$ cat src/rtl/lsu.sv
// rtl/lsu.sv - load/store unit bridging a pipeline memory stage to a single-word memory port
// Aligns and replicates store data, extracts and extends load data, flags misaligned/illegal/timeout.

module lsu #(
  parameter int TIMEOUT = 255
) (
  input  logic        clk,
  input  logic        rst,
  input  logic        req_valid,
  output logic        req_ready,
  input  logic        req_wen,
  input  logic [2:0]  req_funct3,
  input  logic [31:0] req_addr,
  input  logic [31:0] req_wdata,
  output logic        resp_valid,
  output logic [31:0] resp_rdata,
  output logic        resp_err,
  output logic [31:0] mem_addr,
  output logic [31:0] mem_wdata,
  output logic [7:0]  mem_wmask,
  output logic        mem_wen,
  output logic        mem_valid,
  input  logic [31:0] mem_rdata,
  input  logic        mem_ack
);

  typedef enum logic [1:0] {IDLE, ACCESS, RESP} state_t;

  // Counter only needs to reach TIMEOUT-1: that cycle is the last one mem_valid is held.
  localparam int CW = (TIMEOUT < 2) ? 1 : $clog2(TIMEOUT);
  localparam logic [CW-1:0] CNT_LAST = CW'(TIMEOUT - 1);

  state_t        state, state_d;
  logic [CW-1:0] cnt;
  logic [2:0]    f3_q;
  logic [31:0]   addr_q;
  logic          wen_q;
  logic [31:0]   mwdata_q;
  logic [3:0]    mwmask_q;
  logic [31:0]   rdata_q;
  logic          err_q;

  logic          size_legal;
  logic          misaligned;
  logic          req_bad;
  logic [31:0]   st_data;
  logic [3:0]    st_mask;
  logic [31:0]   rd_shift;
  logic [31:0]   ld_data;
  logic          timeout_hit;

  always_comb begin
    size_legal = 1'b0;
    case (req_funct3)
      3'b000, 3'b001, 3'b010: size_legal = 1'b1;
      3'b100, 3'b101:         size_legal = ~req_wen;
      default:                size_legal = 1'b0;
    endcase
  end

  assign misaligned = ((req_funct3 == 3'b001 || req_funct3 == 3'b101) && req_addr[0]) ||
                      ((req_funct3 == 3'b010) && (req_addr[1:0] != 2'b00));
  assign req_bad    = ~size_legal | misaligned;

  always_comb begin
    st_data = req_wdata;
    st_mask = 4'b1111;
    case (req_funct3[1:0])
      2'b00: begin
        st_data = {4{req_wdata[7:0]}};
        st_mask = 4'b0001 << req_addr[1:0];
      end
      2'b01: begin
        st_data = {2{req_wdata[15:0]}};
        st_mask = 4'b0011 << req_addr[1:0];
      end
      default: begin
        st_data = req_wdata;
        st_mask = 4'b1111;
      end
    endcase
  end

  assign rd_shift = mem_rdata >> {addr_q[1:0], 3'b000};

  always_comb begin
    ld_data = mem_rdata;
    case (f3_q)
      3'b000:  ld_data = {{24{rd_shift[7]}}, rd_shift[7:0]};
      3'b001:  ld_data = {{16{rd_shift[15]}}, rd_shift[15:0]};
      3'b100:  ld_data = {24'b0, rd_shift[7:0]};
      3'b101:  ld_data = {16'b0, rd_shift[15:0]};
      default: ld_data = mem_rdata;
    endcase
  end

  assign timeout_hit = (cnt == CNT_LAST);

  always_ff @(posedge clk or posedge rst) begin
    if (rst) state <= IDLE;
    else     state <= state_d;
  end

  always_comb begin
    state_d    = state;
    req_ready  = 1'b0;
    mem_valid  = 1'b0;
    resp_valid = 1'b0;
    case (state)
      IDLE: begin
        req_ready = 1'b1;
        if (req_valid) state_d = req_bad ? RESP : ACCESS;
      end
      ACCESS: begin
        mem_valid = 1'b1;
        if (mem_ack || timeout_hit) state_d = RESP;
      end
      RESP: begin
        resp_valid = 1'b1;
        state_d    = IDLE;
      end
      default: state_d = IDLE;
    endcase
  end

  // Memory-side and response outputs are zero whenever their phase is not active.
  assign mem_addr   = mem_valid ? {addr_q[31:2], 2'b00} : 32'b0;
  assign mem_wdata  = mem_valid ? mwdata_q : 32'b0;
  assign mem_wmask  = mem_valid ? {4'b0000, mwmask_q} : 8'b0;
  assign mem_wen    = mem_valid & wen_q;
  assign resp_rdata = resp_valid ? rdata_q : 32'b0;
  assign resp_err   = resp_valid & err_q;

  always_ff @(posedge clk or posedge rst) begin
    if (rst) begin
      cnt      <= '0;
      f3_q     <= 3'b0;
      addr_q   <= 32'b0;
      wen_q    <= 1'b0;
      mwdata_q <= 32'b0;
      mwmask_q <= 4'b0;
      rdata_q  <= 32'b0;
      err_q    <= 1'b0;
    end else begin
      case (state)
        IDLE: begin
          if (req_valid) begin
            f3_q     <= req_funct3;
            addr_q   <= req_addr;
            wen_q    <= req_wen;
            mwdata_q <= st_data;
            mwmask_q <= req_wen ? st_mask : 4'b0000;
            rdata_q  <= 32'b0;
            err_q    <= req_bad;
            cnt      <= '0;
          end
        end
        ACCESS: begin
          if (mem_ack) begin
            rdata_q <= wen_q ? 32'b0 : ld_data;
            err_q   <= 1'b0;
          end else if (timeout_hit) begin
            rdata_q <= 32'b0;
            err_q   <= 1'b1;
          end else begin
            cnt <= cnt + 1'b1;
          end
        end
        default: ;
      endcase
    end
  end

endmodule

$ cat config.mk
export PLATFORM = sky130hd
export DESIGN_NAME = lsu
export DESIGN_NICKNAME = d
export VERILOG_FILES = /design/src/rtl/lsu.sv
export SDC_FILE = /design/constraint.sdc
export NUM_CORES = 1
export LEC_CHECK = 0
export ABC_AREA = 1
export CORE_ASPECT_RATIO = 0.7
export CORE_MARGIN = 2
export CORE_UTILIZATION = 40
export DETAILED_ROUTE_END_ITERATION = 10
export PLACE_DENSITY = 0.68
export SYNTH_ARGS = -nofsm -noshare
export SYNTH_HDL_FRONTEND = slang
export SYNTH_SLANG_ARGS = --single-unit
$ cat constraint.sdc
create_clock -name clk -period 4.7 [get_ports clk]
set_input_delay 1.175 -clock clk [delete_from_list [all_inputs] [get_ports clk]]
set_output_delay 1.175 -clock clk [all_outputs]
set_load 0.02 [all_outputs]
# Word-level counts from Yosys, hierarchy flattened
# Cells that the tools add are included.
# Widths: inputs -> output; s select.
[classes] n_reduce_logical=17 add_sub_neg=1 bitwise_logic=5 muxes=29 eq_ne=16 shift=3
[op_table] operator="$mux 32" count=7
[op_table] operator="$pmux 32 s2" count=2
[op_table] operator="$pmux 32 s4" count=1
[op_table] operator="$shr 32x5->16" count=1
[op_table] operator="$mux 8" count=3
[op_table] operator="$pmux 8 s2" count=1
[op_table] operator="$eq 3x3->1 const B" count=4
[op_table] operator="$add 8x1->8 const B" count=1
[op_table] operator="$eq 8x8->1 const B" count=1
[op_table] operator="$mux 4" count=2
[op_table] operator="$ne 2x2->1 const B" count=4
[op_table] operator="$pmux 4 s2" count=1
[op_table] operator="$eq 3x1->1 const B" count=2
[op_table] operator="$logic_not 3->1" count=2
[op_table] operator="$mux 1" count=6
[op_table] operator="$mux 2" count=3
[op_table] operator="$eq 2x1->1 const B" count=2
[op_table] operator="$logic_not 2->1" count=2
[op_table] operator="$pmux 1 s2" count=2
[op_table] operator="$pmux 2 s2" count=1
[op_table] operator="$reduce_and 2->1" count=2
[op_table] operator="$reduce_and 4->1" count=1
[op_table] operator="$reduce_bool 2->1" count=2
[op_table] operator="$shl 1x2->4 const A" count=1
[op_table] operator="other kinds (12)" count=17
[word_totals] word_cells=80 output_inout_bits=109 inputBits=104 reg_bits=115

# Longest topological paths before layout
# Gate-level depths: netlist of run 1.
[depth] ltp_word=8 mapped_depth=10 mapped_depth_nobuf=10

# Worst setup path after synthesis of run 1
# No wires, ideal clock.
[synth_path] path_type="register -> output" startpoint="register state[1]" endpoint="output resp_rdata[10]" arrival_time_ns=1.474 path_buffers=1 stages_incl_launch_ff=6 slack_ns=2.051 required_ns=3.525 cell_sequence="dfrtp_1 inv_2 nor2_1 inv_1 buf_1 nor2_1"
[synth_between] elab_chain_len=3
[synth_lines] element="from (decl)" line_no="33" rtl="state_t state, state_d;"
[synth_lines] element="from (signal assigned)" line_no="101" rtl="else state <= state_d;"
[synth_lines] element="$eq 2x2->1" line_no="109" rtl="case (state)"
[synth_lines] element="$mux 1" line_no="109"
[synth_lines] element="net resp_valid" line_no="15" rtl="output logic resp_valid,"
[synth_lines] element="$mux 32" line_no="131" rtl="assign resp_rdata = resp_valid ? rdata_q : 32'b0;"
[synth_lines] element="to (decl)" line_no="16" rtl="output logic [31:0] resp_rdata,"
# The timed path passes the listed nets, and every way through them passes these cells.

# Worst setup path in the final report of run 1
[layout_path] startpoint="register state[1]" endpoint="output resp_rdata[11]"
[layout_between] elab_chain_len=3
[layout_lines] element="$eq 2x2->1" line_no="109"
[layout_lines] element="$mux 1" line_no="109"
[layout_lines] element="$mux 32" line_no="131"
# Every way passes these cells.

==> results of run 1 <==
==> state kept, by name (all words and copies together) (netlist names) <==
register	count
addr_q	32
err_q	1
rdata_q	32
cnt	8
state	2
f3_q	3
mwmask_q	4
wen_q	1
mwdata_q	32
==> power by group <==
part	leakage (nW)	total, W	internal [W]	switching, W
Sequential	1.46	0.00168	0.00141	0.000278
Combinational	2.53	0.00236	0.000891	0.00147
Clock	0.280	0.00128	0.000785	0.000495
Total	4.27	0.00532	0.00308	0.00224
==> layout by cell type, fill, tap and decap left out, drive strengths merged <==
cell	count
conb	6
o21ai	76
nand4	2
ha	2
clkinv	8
or2	7
xor2	1
o21bai	1
a41oi	4
clkinvlp	3
o22ai	2
bufinv	2
nor2	165
nand3	60
nand2	237
clkdlybuf4s50	206
a21oi	16
o2111ai	5
clkbuf	17
nor3	1
inv	142
a31oi	12
dfrtp	115
o211ai	10
buf	5
o21a	1
==> path summary, 6_finish.rpt <==
kind                                      endpoint               startpoint  depth (start not counted)
setup / recovery                    resp_rdata[11]     state[1]$_DFFE_PP0P_                          5
hold / removal             rdata_q[31]$_DFFE_PP0P_  rdata_q[31]$_DFFE_PP0P_                          2
setup reg to reg            rdata_q[4]$_DFFE_PP0P_    addr_q[1]$_DFFE_PP0P_                          5
hold reg to reg            rdata_q[31]$_DFFE_PP0P_  rdata_q[31]$_DFFE_PP0P_                          2
max in group asynchronous  mwdata_q[5]$_DFFE_PP0P_                      rst                          3
min in group asynchronous       cnt[4]$_DFFE_PP0P_                      rst                          2
==> final cells by class <==
cell class	count	area share
clock buffers	17	0.0467
clock inverters	15	0.0174
inverters	140	0.0582
multi-input cells	608	0.302
flip-flops and latches	115	0.316
well taps	200	0.0275
repair buffers	211	0.232
==> synthesized netlist by cell type, types with 2 or more instances <==
cell type,count,area [um^2]
nand3_1,54,270
nand3_4,3,52.6
nand2_1,232,871
buf_2,23,115
o211ai_1,10,75.1
nand2_2,4,25.0
inv_2,4,15.0
clkbuf_1,11,41.3
nor2_2,2,12.5
inv_1,134,503
nor2_4,3,33.8
ha_1,2,25.0
a31oi_1,12,75.1
buf_4,8,60.1
buf_1,6,22.5
o21ai_0,69,345
o22ai_1,2,12.5
or2_2,6,37.5
nand4_1,2,12.5
dfrtp_1,115,2880
a21oi_1,16,80.1
o2111ai_1,5,43.8
a41oi_1,4,35.0
nand3_2,3,30.0
o21ai_1,6,30.0
buf_6,7,78.8
nor2_1,160,601
==> worst max-delay path: cells and delay by family (launching register included) <==
family / cells / cell delay, ns
and+or+nand+nor: 2 / 0.18
DFF: 1 / 0.41
buffers and inverters: 3 / 1.41
==> cell families after synthesis <==
family / share of synthesized area
AOI/OAI and AO/OA: 0.113
xor gates and xnor gates: 0.00136
adders and majority gates: 0.00387
buffers and inverters: 0.132
DFF: 0.445
other: 0.000580
and+or+nand+nor: 0.305
==> routing by layer <==
layer  share of wire  wire [um]
met1            0.50       9510
met2            0.42       8060
met3           0.064       1230
met4           0.014        267
met5               0          0
==> through the flow <==
| step | total power, W | instances | worst slack [ns] | hold slack (ns) | area [um^2] |
|---|---|---|---|---|---|
| 2_1_floorplan | 0.00326 | 919 | 0.481 | 0.449 | 6480 |
| 3_3_place_gp | 0.00402 | 1274 | 1.13 | 0.464 | 8520 |
| 3_5_place_dp | 0.00406 | 1274 | 1.05 | 0.465 | 8520 |
| 4_1_cts | 0.00537 | 1306 | 1.05 | 0.482 | 9110 |
| 5_1_grt | 0.00572 | 1306 | 0.908 | 0.497 | 9110 |
| 6_report | 0.00532 | 1306 | 1.12 | 0.478 | 9110 |
==> metrics.csv, run 1 <==
metric,value,unit
reg2reg_slack,2.48,ns
max-vdd-ir-drop,0.274,mV
power_density,584,mW/mm^2
min_period,3.58,ns
top_level_ports,213,
syn_area,0.00646,mm^2
cts_buffers,17,
core,0.0156,mm^2
drive_gt1_frac,0.0606,
critPathMaxFanout,33,
ys_async_sr_fraction,1.00,
busiest_layer,met1,
hold_viol,0,
cp_slowest_stage_delay,0.71,ns
drtIter0Drc,427,
final.setup.tns,0,ns
antenna_found_initial,0,
cts-resized-gates,0,
syn_to_final_growth,40.9,%
worstMarginPinSlew,0.970,ns
overflow,0,
grt_pass1_vias,5780,
die_w,156,um
crit_top_cell,nor2_1,
avgViaCountPerCell,4.75,
vias,6198,
cts_max_path_buffers,2,
p_leak,4.27,nW
place_congestion,0.889,
status,"complete, no violations",
dp_hpwl,13400,um
cts_sinks,115,
cts_tree,done,
h-tree-depth,4,
initial_core_util,0.413,
fmax,279,MHz
grt_pass1_wl,30100,um
ys_seq_elements,115,
grt_setup_unrepaired,no,
maxSlewViolCount,0,
n_fill_cell,1486,
path_clk_slew,0.06,ns
met1_usage,0.331,
wl,19100,um
post_cts_buffers,0,
dieArea,0.0172,mm^2
crit_type,reg -> out,
gr-usage-met3,0.0629,
multi_input_area,0.00275,mm^2
maxCapViolCount,0,
final_nets,1199,
rows,38,
slew_headroom,0.353,
synth_seq_area_share,0.445,
grt_util_met2,0.328,
die_h,110,um
period_share,0.762,
critPathLaunchType,flop,
yosys.cell_types.count,38,
grt_max_degree,89,
detail_route.wl_per_cell,14.6,um
clk_latency,0.41,ns
port_buffers,206,
hold_path.class,reg -> reg,
avgSynthCellArea,7.07,um^2
setup_viol,0,
cp_slowest_cell,inv_1,
root_buffer,clkbuf_16,
worstPathCellList,inv_2 > nor2_1 > inv_1 > nor2_1 > clkdlybuf4s50_1,
end_kind,primary output,
final_util,0.582,
grt_use_total,0.225,
synth_edf_count,0,
synth_warnings,0,
num_antenna_cells,0,
ant_nets,0,
syn_inst,914,
seqCellArea,0.00288,mm^2
worstPathRequired,3.52,ns
synth_ff_type,dfrtp_1,
drc,0,
drt_first_pass_iters,5,
hold_buffers,0,
finalClockSkew,0.00861,ns
cp.arrival,2.41,ns
(Power assumes the default switching activity.)
==> inputs of run 2 (changes only) <==
==> constraint.sdc (replaced) <==
create_clock -name clk -period 3.4 [get_ports clk]
set_input_delay 0.85 -clock clk [delete_from_list [all_inputs] [get_ports clk]]
set_output_delay 0.85 -clock clk [all_outputs]
set_load 0.02 [all_outputs]
==> run 2 against run 1 <==
Global-route usage fell by 0.072 points; cell count is 0.61% higher; routed wire length decreased by 0.80%; clock skew grew 0.0050 ns; register-to-register slack worse by 1.0 ns; non-clock buffer count grew 8; clock power grew 47%; combinational power up 44%; sequential power rose by 35%; flip-flop and latch count unchanged; critical endpoint is now mem_addr[31].
==> metrics.csv, run 2 (same netlist as run 1, synthesis figures left out) <==
metric,value,unit
status,"complete, no violations",
worst_hold_startpoint,rdata_q[14]$_DFFE_PP0P_,
die_h,110,um
initial_core_util,0.413,
syn_to_final_growth,42.9,%
crit_path_start,state[1]$_DFFE_PP0P_,
critPathLaunchType,flop,
cp_slowest_stage_delay,0.61,ns
clk_latency,0.41,ns
post_dp_cell_area,0.00861,mm^2
h-tree-depth,4,
rows,38,
cp_num_buf_inv,3,
grt_max_degree,116,
critical_path_cell_count,5,
power_density,818,mW/mm^2
core,0.0156,mm^2
maxCapViolCount,0,
final_nets,1207,
ant_nets,0,
vias,6273,
r2r_cells,7,
grt_setup_unrepaired,no,
crit_family,buffers and inverters,
route.met2.wl,8150,um
drive_gt1_frac,0.0673,
dieArea,0.0172,mm^2
grt_pass1_vias,5755,
min_period,3.13,ns
top_level_ports,213,
worstPathCellList,inv_2 > nand2_4 > buf_4 > nor2_1 > clkdlybuf4s50_1,
fin_area,0.00924,mm^2
critPathMaxFanout,41,
cts-resized-gates,0,
whs_path_depth,2,
grt_use_total,0.224,
fmax,319,MHz
hold_viol,0,
cp.arrival,2.28,ns
seqCellArea,0.00288,mm^2
num_antenna_cells,0,
reg2reg_from,state[1]$_DFFE_PP0P_,
dp_hpwl,13600,um
wl_met1,9180,um
fin_ws,0.265,ns
place_congestion,0.905,
final_util,0.590,
most-common-layout-cells,"232 x nand2_1, 206 x clkdlybuf4s50_1, 160 x nor2_1",
power.total,0.00755,W
drtIter0Drc,458,
avgViaCountPerCell,4.77,
maxSlewViolCount,0,
post_cts_buffers,0,
cts_buffers,17,
wl_met3,1480,um
hold_path.class,reg -> reg,
setup_viol,0,
cts_max_path_buffers,2,
overflow,0,
largestRegisters,"addr_q (32), mwdata_q (32), rdata_q (32)",
p_leak,4.32,nW
wl,18900,um
drc,0,
port_buffers,206,
period_share,0.922,
highest_layer,met4,
root_buffer,clkbuf_16,
finalClockSkew,0.0136,ns
grt_pass1_wl,30000,um
cts_tree,done,
max-vdd-ir-drop,0.390,mV
hold_buffers,0,
antenna_found_initial,0,
cp_slowest_cell,clkdlybuf4s50_1,
slew_headroom,0.374,
worstPathRequired,2.55,ns
n_fill_cell,1495,
final.setup.tns,0,ns
drt_first_pass_iters,5,
worstMarginPinSlew,0.938,ns
detail_route.wl_per_cell,14.4,um
die_w,156,um
pre_cts_ws,0.653,ns
crit_type,reg -> out,
path_clk_slew,0.06,ns
end_kind,primary output,
final_common_cell,nand2_1,
cts_sinks,115,
multi_input_area,0.00275,mm^2
[run 2: tightest hold or removal path, stage by stage, from the launching register on]
cell	delay, ns
dfrtp_1	0.34
nand2_1	0.05
nand2_1	0.05
[run 2: final timing paths]
| path | slack, ns | to |
|---|---|---|
| min reg2reg | 0.48 | rdata_q[14]$_DFFE_PP0P_ |
| max | 0.27 | mem_addr[31] |
| max reg2reg | 1.45 | rdata_q[7]$_DFFE_PP0P_ |
| max in group asynchronous | 1.94 | mwmask_q[3]$_DFFE_PP0P_ |
| min in group asynchronous | 0.93 | addr_q[9]$_DFFE_PP0P_ |
| min | 0.48 | rdata_q[14]$_DFFE_PP0P_ |
[run 2: per-stage QoR]
| step | hold WS [ns] | std cells |
|---|---|---|
| 2_1_floorplan | 0.449 | 919 |
| 3_3_place_gp | 0.464 | 1282 |
| 4_1_cts | 0.482 | 1314 |
| 6_report | 0.477 | 1314 |
| 3_5_place_dp | 0.465 | 1282 |
| 5_1_grt | 0.494 | 1314 |
[run 2: routing by layer]
| metal | vias to the layer above | track usage |
|---|---|---|
| li1 | 3183 | - |
| met1 | 2849 | 0.336 |
| met2 | 229 | 0.330 |
| met3 | 12 | 0.0536 |
| met4 | 0 | 0.0459 |
| met5 | - | 0 |
[run 2: final cells by class]
| class | count | share of cell area |
|---|---|---|
| Multi-Input combinational cell | 608 | 0.298 |
| Timing Repair Buffer | 219 | 0.238 |
| Clock inverter | 13 | 0.0187 |
| Sequential cell | 115 | 0.312 |
| Tap cell | 200 | 0.0271 |
| Clock buffer | 19 | 0.0490 |
| Inverter | 140 | 0.0576 |
[run 2: report_power, final]
group / leakage (nW) / total (W) / internal [W] / switching [W]
Clock: 0.293 / 0.00188 / 0.00120 / 0.000681
Sequential: 1.46 / 0.00226 / 0.00194 / 0.000316
Combinational: 2.57 / 0.00341 / 0.00129 / 0.00212
